<file path="src/rtl/i2c_master.sv">
// i2c_master: single-master I2C write/read engine.
//
// Each I2C bit takes four clk cycles (phases P0..P3). scl is low in P0/P1
// and high in P2/P3. sda_out only moves at the start of P0 (except inside
// the START/STOP conditions), and the line is sampled at the end of P3.
//
// Ports
//   clk        system clock, rising edge
//   reset      synchronous active-high reset
//   start      transaction request, accepted only while ready=1
//   addr       7-bit target address
//   rw         0 = write, 1 = read
//   packets    number of data bytes (values above 16 are treated as 16)
//   data       write payload, byte i at data[i*8 +: 8], byte 0 sent first
//   ready      1 = idle and able to accept start
//   rdata      read payload, byte i at rdata[i*8 +: 8]
//   ack_error  set when a slave NACK aborts the transaction
//   scl        I2C clock (push-pull)
//   sda_out    open-drain control, 0 = pull low, 1 = release
//   sda_in     sampled SDA line level
module i2c_master (
  input  logic         clk,
  input  logic         reset,
  input  logic         start,
  input  logic [6:0]   addr,
  input  logic         rw,
  input  logic [4:0]   packets,
  input  logic [127:0] data,
  output logic         ready,
  output logic [127:0] rdata,
  output logic         ack_error,
  output logic         scl,
  output logic         sda_out,
  input  logic         sda_in
);

  typedef enum logic [2:0] {
    IDLE,
    START,
    ADDR,
    ADDR_ACK,
    DATA,
    DATA_ACK,
    STOP
  } state_t;

  state_t         state_reg;
  logic [1:0]     phase_reg;
  logic [2:0]     bit_reg;
  logic [3:0]     byte_reg;
  logic [4:0]     count_reg;
  logic           rw_reg;
  logic [6:0]     addr_reg;
  logic [127:0]   data_reg;
  logic [6:0]     shift_reg;

  logic [7:0]     addr_byte;
  logic [7:0]     tx_byte;
  logic [7:0]     tx_next_byte;
  logic [3:0]     byte_inc;
  logic [2:0]     bit_dec;
  logic [7:0]     rx_byte;
  logic           last_byte;

  always_comb begin
    addr_byte    = {addr_reg, rw_reg};
    byte_inc     = byte_reg + 4'd1;
    bit_dec      = bit_reg - 3'd1;
    tx_byte      = data_reg[{byte_reg, 3'b000} +: 8];
    // Only consulted when another byte follows, so the wrap at 15 is harmless.
    tx_next_byte = data_reg[{byte_inc, 3'b000} +: 8];
    rx_byte      = {shift_reg, sda_in};
    last_byte    = ({1'b0, byte_reg} == (count_reg - 5'd1));
  end

  always_ff @(posedge clk) begin
    if (reset) begin
      state_reg <= IDLE;
      phase_reg <= 2'd0;
      bit_reg   <= 3'd0;
      byte_reg  <= 4'd0;
      count_reg <= 5'd0;
      rw_reg    <= 1'b0;
      addr_reg  <= 7'd0;
      data_reg  <= '0;
      shift_reg <= 7'd0;
      ready     <= 1'b1;
      rdata     <= '0;
      ack_error <= 1'b0;
      scl       <= 1'b1;
      sda_out   <= 1'b1;
    end else begin
      case (state_reg)
        IDLE: begin
          if (start) begin
            addr_reg  <= addr;
            rw_reg    <= rw;
            data_reg  <= data;
            count_reg <= (packets > 5'd16) ? 5'd16 : packets;
            ack_error <= 1'b0;
            ready     <= 1'b0;
            phase_reg <= 2'd0;
            scl       <= 1'b1;
            sda_out   <= 1'b1;
            state_reg <= START;
          end
        end

        // scl stays high; sda falls halfway through.
        START: begin
          phase_reg <= phase_reg + 2'd1;
          if (phase_reg == 2'd1) begin
            sda_out <= 1'b0;
          end
          if (phase_reg == 2'd3) begin
            scl       <= 1'b0;
            sda_out   <= addr_byte[7];
            bit_reg   <= 3'd7;
            state_reg <= ADDR;
          end
        end

        // Low for two phases, scl rises, then sda rises while scl is high.
        STOP: begin
          phase_reg <= phase_reg + 2'd1;
          case (phase_reg)
            2'd1:    scl <= 1'b1;
            2'd2:    sda_out <= 1'b1;
            2'd3: begin
              ready     <= 1'b1;
              state_reg <= IDLE;
            end
            default: ;
          endcase
        end

        // All bit-carrying states share the same 4-phase scl pattern; the
        // decision for the next bit is taken at the end of P3, which is
        // also where sda_in is sampled.
        default: begin
          phase_reg <= phase_reg + 2'd1;
          if (phase_reg == 2'd1) begin
            scl <= 1'b1;
          end
          if (phase_reg == 2'd3) begin
            scl <= 1'b0;
            case (state_reg)
              ADDR: begin
                if (bit_reg == 3'd0) begin
                  sda_out   <= 1'b1;
                  state_reg <= ADDR_ACK;
                end else begin
                  bit_reg <= bit_dec;
                  sda_out <= addr_byte[bit_dec];
                end
              end

              ADDR_ACK: begin
                if (sda_in) begin
                  ack_error <= 1'b1;
                  sda_out   <= 1'b0;
                  state_reg <= STOP;
                end else if (count_reg == 5'd0) begin
                  sda_out   <= 1'b0;
                  state_reg <= STOP;
                end else begin
                  bit_reg   <= 3'd7;
                  byte_reg  <= 4'd0;
                  sda_out   <= rw_reg | data_reg[7];
                  state_reg <= DATA;
                end
              end

              DATA: begin
                if (rw_reg) begin
                  shift_reg <= rx_byte[6:0];
                end
                if (bit_reg == 3'd0) begin
                  if (rw_reg) begin
                    rdata[{byte_reg, 3'b000} +: 8] <= rx_byte;
                  end
                  // Reads: ACK every byte but the last, which is NACKed.
                  sda_out   <= rw_reg ? last_byte : 1'b1;
                  state_reg <= DATA_ACK;
                end else begin
                  bit_reg <= bit_dec;
                  sda_out <= rw_reg | tx_byte[bit_dec];
                end
              end

              DATA_ACK: begin
                if (!rw_reg && sda_in) begin
                  ack_error <= 1'b1;
                  sda_out   <= 1'b0;
                  state_reg <= STOP;
                end else if (last_byte) begin
                  sda_out   <= 1'b0;
                  state_reg <= STOP;
                end else begin
                  byte_reg  <= byte_inc;
                  bit_reg   <= 3'd7;
                  sda_out   <= rw_reg | tx_next_byte[7];
                  state_reg <= DATA;
                end
              end

              default: state_reg <= IDLE;
            endcase
          end
        end
      endcase
    end
  end

endmodule

</file>
<file path="config.mk">
export PLATFORM = sky130hd
export DESIGN_NAME = i2c_master
export DESIGN_NICKNAME = d
export VERILOG_FILES = /design/src/rtl/i2c_master.sv
export SDC_FILE = /design/constraint.sdc
export NUM_CORES = 1
export LEC_CHECK = 0
export CAP_MARGIN = 20
export CELL_PAD_IN_SITES_DETAIL_PLACEMENT = 0
export CELL_PAD_IN_SITES_GLOBAL_PLACEMENT = 1
export CORE_MARGIN = 4
export CORE_UTILIZATION = 39
export CTS_BUF_LIST = sky130_fd_sc_hd__clkbuf_8
export CTS_CLUSTER_DIAMETER = 30
export DETAILED_ROUTE_END_ITERATION = 6
export HOLD_SLACK_MARGIN = 0.12
export PLACE_DENSITY_LB_ADDON = 0.1
export SYNTH_ARGS = -nofsm -noshare
export SYNTH_HDL_FRONTEND = slang
export SYNTH_SLANG_ARGS = --single-unit
</file>
<file path="constraint.sdc">
create_clock -name clk -period 4.11 [get_ports clk]
set_input_delay 0.822 -clock clk [delete_from_list [all_inputs] [get_ports clk]]
set_output_delay 0.822 -clock clk [all_outputs]
set_load 0.01 [all_outputs]
</file>
==> flow_summary.yaml <==
clock_network:
  cts_hold_buf: 0
  cts_tree: "yes"
  h-tree-depth: 3
  post_cts_buffers: 0
  cts_made_buffers: 74
  clock_path_buffers: 3
  path_clk_slew_ps: 50
  cts_resized: 0
  clk_latency_ps: 570
  cts_sinks: 292
  cts-root-buf: "clkbuf_8"
drt:
  drt_iter0_markers: 765
  ant_nets: 0
  wirelength_um: 39400
  wl_per_cell_um: 18.2
  drt-vias-per-instance: 5.02
  drc: 0
  vias: 10900
  firstDrtPassIters: 5
synth:
  ys_types: 69
  synth-adder-area-share_pct: 0.987
  yosysMostFrequentCell: "nand2_1"
  synth_seq_cells: 292
  syn_inst: 1413
  synth_area_leaders: "dfxtp_1 (46%), mux2i_1 (12%), nand2_1 (9.5%)"
  synth_top_cell_area_share_pct: 46.1
  synth.net_count: 1568
  synth_compound_gate_area_share_pct: 9.52
  avgSynthCellArea_um2: 8.97
  netlist_area_um2: 12700
  synthSimpleGateAreaFrac_pct: 20.0
  async_reset_ff_share_pct: 0
  ys_seq_area_share_pct: 46.1
  muxShareOfSynthArea_pct: 18.1
  synth_common_cells: "nand2_1 (321), dfxtp_1 (292), a21oi_1 (167)"
  yosys.area.top_type: "dfxtp_1"
  yosysWarnings: 0
  synth-xor-area-share_pct: 0.859
  synth_ff_type: "dfxtp_1"
  synth_top_family_by_area: "simple AND/OR/NAND/NOR gates"
  synth_edf_count: 0
critical_path:
  crit_path_end_kind: "flop"
  cp.required_ps: 4550
  rrSetupSlack_ps: 1220
  crit_type: "flop to flop"
  worstPathArrival_ps: 3340
  crit_fanout: 51
  timing.rr.start: "byte_reg[0]$_SDFFE_PP0P_"
  r2r_end: "sda_out$_SDFFE_PP1P_"
  worst_setup_path_start_kind: "flop"
  rr_worst_depth: 7
placement:
  place.port_buffers: 276
  dp_hpwl_um: 27100
  place_congestion: 0.813
timing:
  timing.final.crit_period_ps: 2890
  fin_hold_ws_ps: 451
  post-route-period-util_pct: 70.4
  totalNegativeSetupSlack_ps: 0
  drv_slew: 0
  skew_ps: 22.4
  hold_viol: 0
  slew_headroom_pct: 38.2
  tightestPinTransition_ps: 927
  max_clock_freq_mhz: 345
  rsz0062_at_grt: "false"
  setup_viol_count_final: 0
final_layout:
  layout.nets: 1834
  syn_to_final_growth_pct: 38.3
  drive_gt1_share_pct: 11.5
  diodes: 0
global_route:
  grt_overflow: 0
  met2_usage_pct: 32.1
  use_met3_pct: 6.37
  antenna_found_initial: 0
  grt_pass1_vias: 10800
  use_met1_pct: 30.3
  gr-max-usage-layer: "met2"
  grt_use_total_pct: 21.5
  grt_pass1_wl_um: 61300
  grt_max_degree: 128
floorplanning:
  initial_core_util_pct: 39.9
  die_area_um2: 35400
  dieHeight_um: 188
  pin_count: 277
  die_x_um: 188
  rows: 65
  coreArea_um2: 31800
status:
  status: "finished clean"
pwr:
  irDropWorstVdd_mv: 0.194
  p_leak_uw: 0.00680
  power.density_nw_per_um2: 451
min_path:
  hold_depth: 2
  hp-class: "flop to flop"
  hold_start: "data_reg[50]$_SDFFE_PP0P_"
  holdPathEnd: "data_reg[50]$_SDFFE_PP0P_"
job:
  maxCapViolCount: 0
[cells in the final DEF (no fill, tap or decap), types with 5 or more instances in the layout]
master and count:
clkdlybuf4s50_1 275, and3_1 13, clkinv_2 9, a21oi_1 167
or3_1 5, bufinv_16 15, buf_4 14, dfxtp_1 289
clkinvlp_4 7, mux4_2 29, mux4_1 5, nand3_1 9
nor2b_1 18, ha_1 10, nand2_1 320, xnor2_1 7
mux2i_1 147, inv_1 30, and2_1 10, clkbuf_8 89
nor2_1 154, nor3_1 6, a22oi_1 5, nand4_1 5
o21ai_0 10
[routing by layer]
metal	wire, µm	vias to the layer above
met5	0	-
met2	17300	303
met1	18400	5157
li1	-	5354
met4	800	0
met3	2920	71
[report_power, final]
| part | total, µW | switching [µW] | internal (µW) |
|---|---|---|---|
| combinational | 533 | 278 | 255 |
| clock | 4360 | 1450 | 2920 |
| sequential | 3000 | 64.5 | 2940 |
| total | 7900 | 1790 | 6110 |
[worst max-delay path by stage]
stage                                 end  depth (start not counted)  slack (ps)                      from
6_report             sda_out$_SDFFE_PP1P_                          7        1220  byte_reg[0]$_SDFFE_PP0P_
5_1_grt            rdata[75]$_SDFFE_PP0P_                          8        1100  byte_reg[0]$_SDFFE_PP0P_
4_1_cts            rdata[73]$_SDFFE_PP0P_                          7        1140  byte_reg[0]$_SDFFE_PP0P_
3_5_place_dp       rdata[73]$_SDFFE_PP0P_                          7        1170  byte_reg[0]$_SDFFE_PP0P_
3_3_place_gp   data_reg[127]$_SDFFE_PP0P_                          5        1220                     start
2_1_floorplan        sda_out$_SDFFE_PP1P_                         12        1080  byte_reg[0]$_SDFFE_PP0P_
[area by class of cell]
class	instances	area [µm²]
fill	2913	14300
multi-input combinational	997	6270
sequential	292	5850
timing repair buffer	294	2940
clock buffer	89	1220
clock inverter	43	608
tap	435	544
inverter	20	75.1
[per-stage QoR]
step | power (µW) | area (µm²) | std cells | setup slack, ps | util [%]
floorplan | 3330 | 12700 | 1413 | 1080 | -
global placement | 3590 | 15700 | 2037 | 1220 | 49.3
detailed placement | 3590 | 15700 | 2037 | 1170 | 49.3
CTS | 8000 | 17500 | 2169 | 1140 | 55.1
global route | 8200 | 17500 | 2170 | 1100 | 55.1
finish | 7900 | 17500 | 2170 | 1220 | 55.1
[worst max-delay path, stage by stage, from the launching register on]
cell and delay [ps]:
dfxtp_2 320, buf_4 610, mux4_1 660, mux2_2 290
a2111o_1 410, a211o_1 290, nand3_2 80, o211ai_2 80
[logic make-up after synthesis]
group	count (synthesis)
AND/OR/NAND/NOR	578
flip-flops	292
AO/OA/AOI/OAI	215
multiplexers	184
buffers and inverters	124
XOR/XNOR	10
adder cells (fa/ha/maj)	10
Power figures use the tool's default switching activity.
==> patch: new RTL, same flow settings <==
Encoding of `state_t`: now one-hot (7 bits for 7 states).
--- a/src/rtl/i2c_master.sv
+++ b/src/rtl/i2c_master.sv
@@ -35,12 +35,12 @@
 );
 
-  typedef enum logic [2:0] {
-    IDLE,
-    START,
-    ADDR,
-    ADDR_ACK,
-    DATA,
-    DATA_ACK,
-    STOP
+  typedef enum logic [6:0] {
+    IDLE     = 7'b0000001,
+    START    = 7'b0000010,
+    ADDR     = 7'b0000100,
+    ADDR_ACK = 7'b0001000,
+    DATA     = 7'b0010000,
+    DATA_ACK = 7'b0100000,
+    STOP     = 7'b1000000
   } state_t;
 
Formal check against the unedited RTL: same outputs for any inputs over 4 cycles, from zero or initial values and one cycle with reset high; so few cycles prove little.
==> patch against the original RTL <==
  * Routed wire length down 3.5%
  * Global-route usage down 0.62 points
  * Synthesized area fell by 0.40%
  * Design area down 0.76%
  * Sequential cell count grew 4
  * Power fell by 0.51%
  * Clock skew rose by 0.0083 ns
  * Via count rose by 2.4%
  * Worst hold slack lost 0.0016 ns
  * Die area fell by 0.39%
  * Worst setup slack got worse by 0.16 ns
==> patch: results (changes against the original RTL) <==
* Vias in the first global route at 11200 (was 10800)
* DP HPWL at 26000 um (was 27100 um)
* Synth Area in Adders at 0.991% (was 0.987%)
* Number of DRC markers in iteration 0 at 553 (was 765)
* Port bufs at 276 (unchanged)
* Data arrival, critical path at 3.54 ns (was 3.34 ns)
* Post-synthesis sequential area ratio at 47.0% (was 46.1%)
* GRT Util Overall at 20.9% (was 21.5%)
* Post-DP Area at 15700 um^2 (about the same)
* Met2 Usage GRT at 35.5% (was 32.1%)
* GP Congestion at 0.778 (was 0.813)
* First-pass GRT wire length at 60500 um (was 61300 um)
* R2r setup slk at 1.05 ns (was 1.22 ns)
* Status: completed (unchanged)
* Maximum fanout along the worst path at 11 (was 51)
* Setup Fix Bufs, Post-CTS at 0 (unchanged)
* Synth Area in Compound Gates at 11.2% (was 9.52%)
* Mux share of post-synthesis cell area at 14.0% (was 18.1%)
* Leakage power total at 0.00658 uW (was 0.00680 uW)
* Post-layout nets at 1889 (was 1834)
* Cts bufs inserted at 73 (was 74)
* Syn Nets at 1626 (was 1568)
* Met3 GRT Util at 4.34% (was 6.37%)
* Netlist cell types at 64 (was 69)
* Initial antenna violation count at 1 (was 0)
* Final Skew at 0.0307 ns (was 0.0224 ns)
* XOR/XNOR Fraction of Synth Area at 0.902% (was 0.859%)
* Layout cell share with drive strength beyond 1 at 11.4% (was 11.5%)
* Final min period at 3.06 ns (was 2.89 ns)
* Via density at 5.09 (was 5.02)
* Worst-Skew Late Latency at 0.59 ns (was 0.57 ns)
* Leading post-synthesis cells by cell area: dfxtp_1, nand2_1, a21oi_1 (was dfxtp_1, mux2i_1, nand2_1)
* Worst-Margin Slew at 0.993 ns (was 0.927 ns)
* Post-synth top cells: nand2_1, dfxtp_1, a21oi_1 (unchanged)
* VDD IR max at 0.000322 V (was 0.000194 V)
* Largest family of logic cells by synthesized area: simple AND/OR/NAND/NOR gates (unchanged)
* Largest net degree at the start of global routing at 126 (was 128)
* WL per Instance at 17.4 um (was 18.2 um)
* Fill cell count at 2971 (was 2913)
* Met1 Use GR at 26.7% (was 30.3%)
[patch: cell types whose count changed after synthesis, sizes merged, moves of 6 or more]
cell,before,now
nor3,8,20
and3,13,1
a21oi,167,212
nor2b,18,6
inv,20,12
nand3,12,35
nand2,321,354
clkbuf,69,81
buf,34,28
mux2i,147,90
[patch: layout make-up]
type,instances,area [um^2],share of cell area [%]
Antenna cell,1,2.50,0.0144
Clock buffer,89,1220,7.05
Clock inverter,39,504,2.90
Inverter,14,52.6,0.302
Multi-Input combinational cell,1052,6210,35.7
Sequential cell,296,5930,34.1
Tap cell,402,503,2.89
Timing Repair Buffer,297,2960,17.0
[patch: layer usage]
layer  wire length, um  up-vias
li1                  -     5560
met1             16600     5210
met5                 0        -
met2             18600      312
met3              1950       64
met4               918        0
[patch: cells by family after synthesis]
| family | Yosys count |
|---|---|
| mux | 129 |
| xor+xnor | 13 |
| buf+inv | 123 |
| simple gates | 644 |
| fa+ha+maj | 10 |
| compound gates | 256 |
| flops | 296 |
[patch: where the power goes]
| group | switching [uW] | total (uW) | internal, uW |
|---|---|---|---|
| registers | 73.3 | 3070 | 3000 |
| clock network | 1420 | 4130 | 2720 |
| logic | 349 | 653 | 304 |
[patch: critical path: stages (launching register included)]
cell	delay [ns]
dfxtp_1	0.36
or4_4	0.57
nor4b_4	0.43
and2_1	0.48
nand3_2	0.16
nor2_1	0.17
buf_4	0.20
and2_1	0.30
nand3_1	0.12
a21oi_1	0.19
[patch: worst paths after layout]
kind	depth (start not counted)	to	startpoint
worst min register to register	2	data_reg[58]	data_reg[58]
worst min-delay path	2	data_reg[58]	data_reg[58]
worst max-delay path	9	rdata[54]	state_reg[3]
worst max register to register	9	rdata[54]	state_reg[3]
[patch: stage by stage]
| step | hold slack [ns] | std cells |
|---|---|---|
| floorplan | 0.433 | 1471 |
| CTS | 0.450 | 2189 |
| global placement | 0.439 | 2061 |
| global route | 0.467 | 2190 |
| detailed placement | 0.443 | 2061 |
| finish | 0.449 | 2190 |
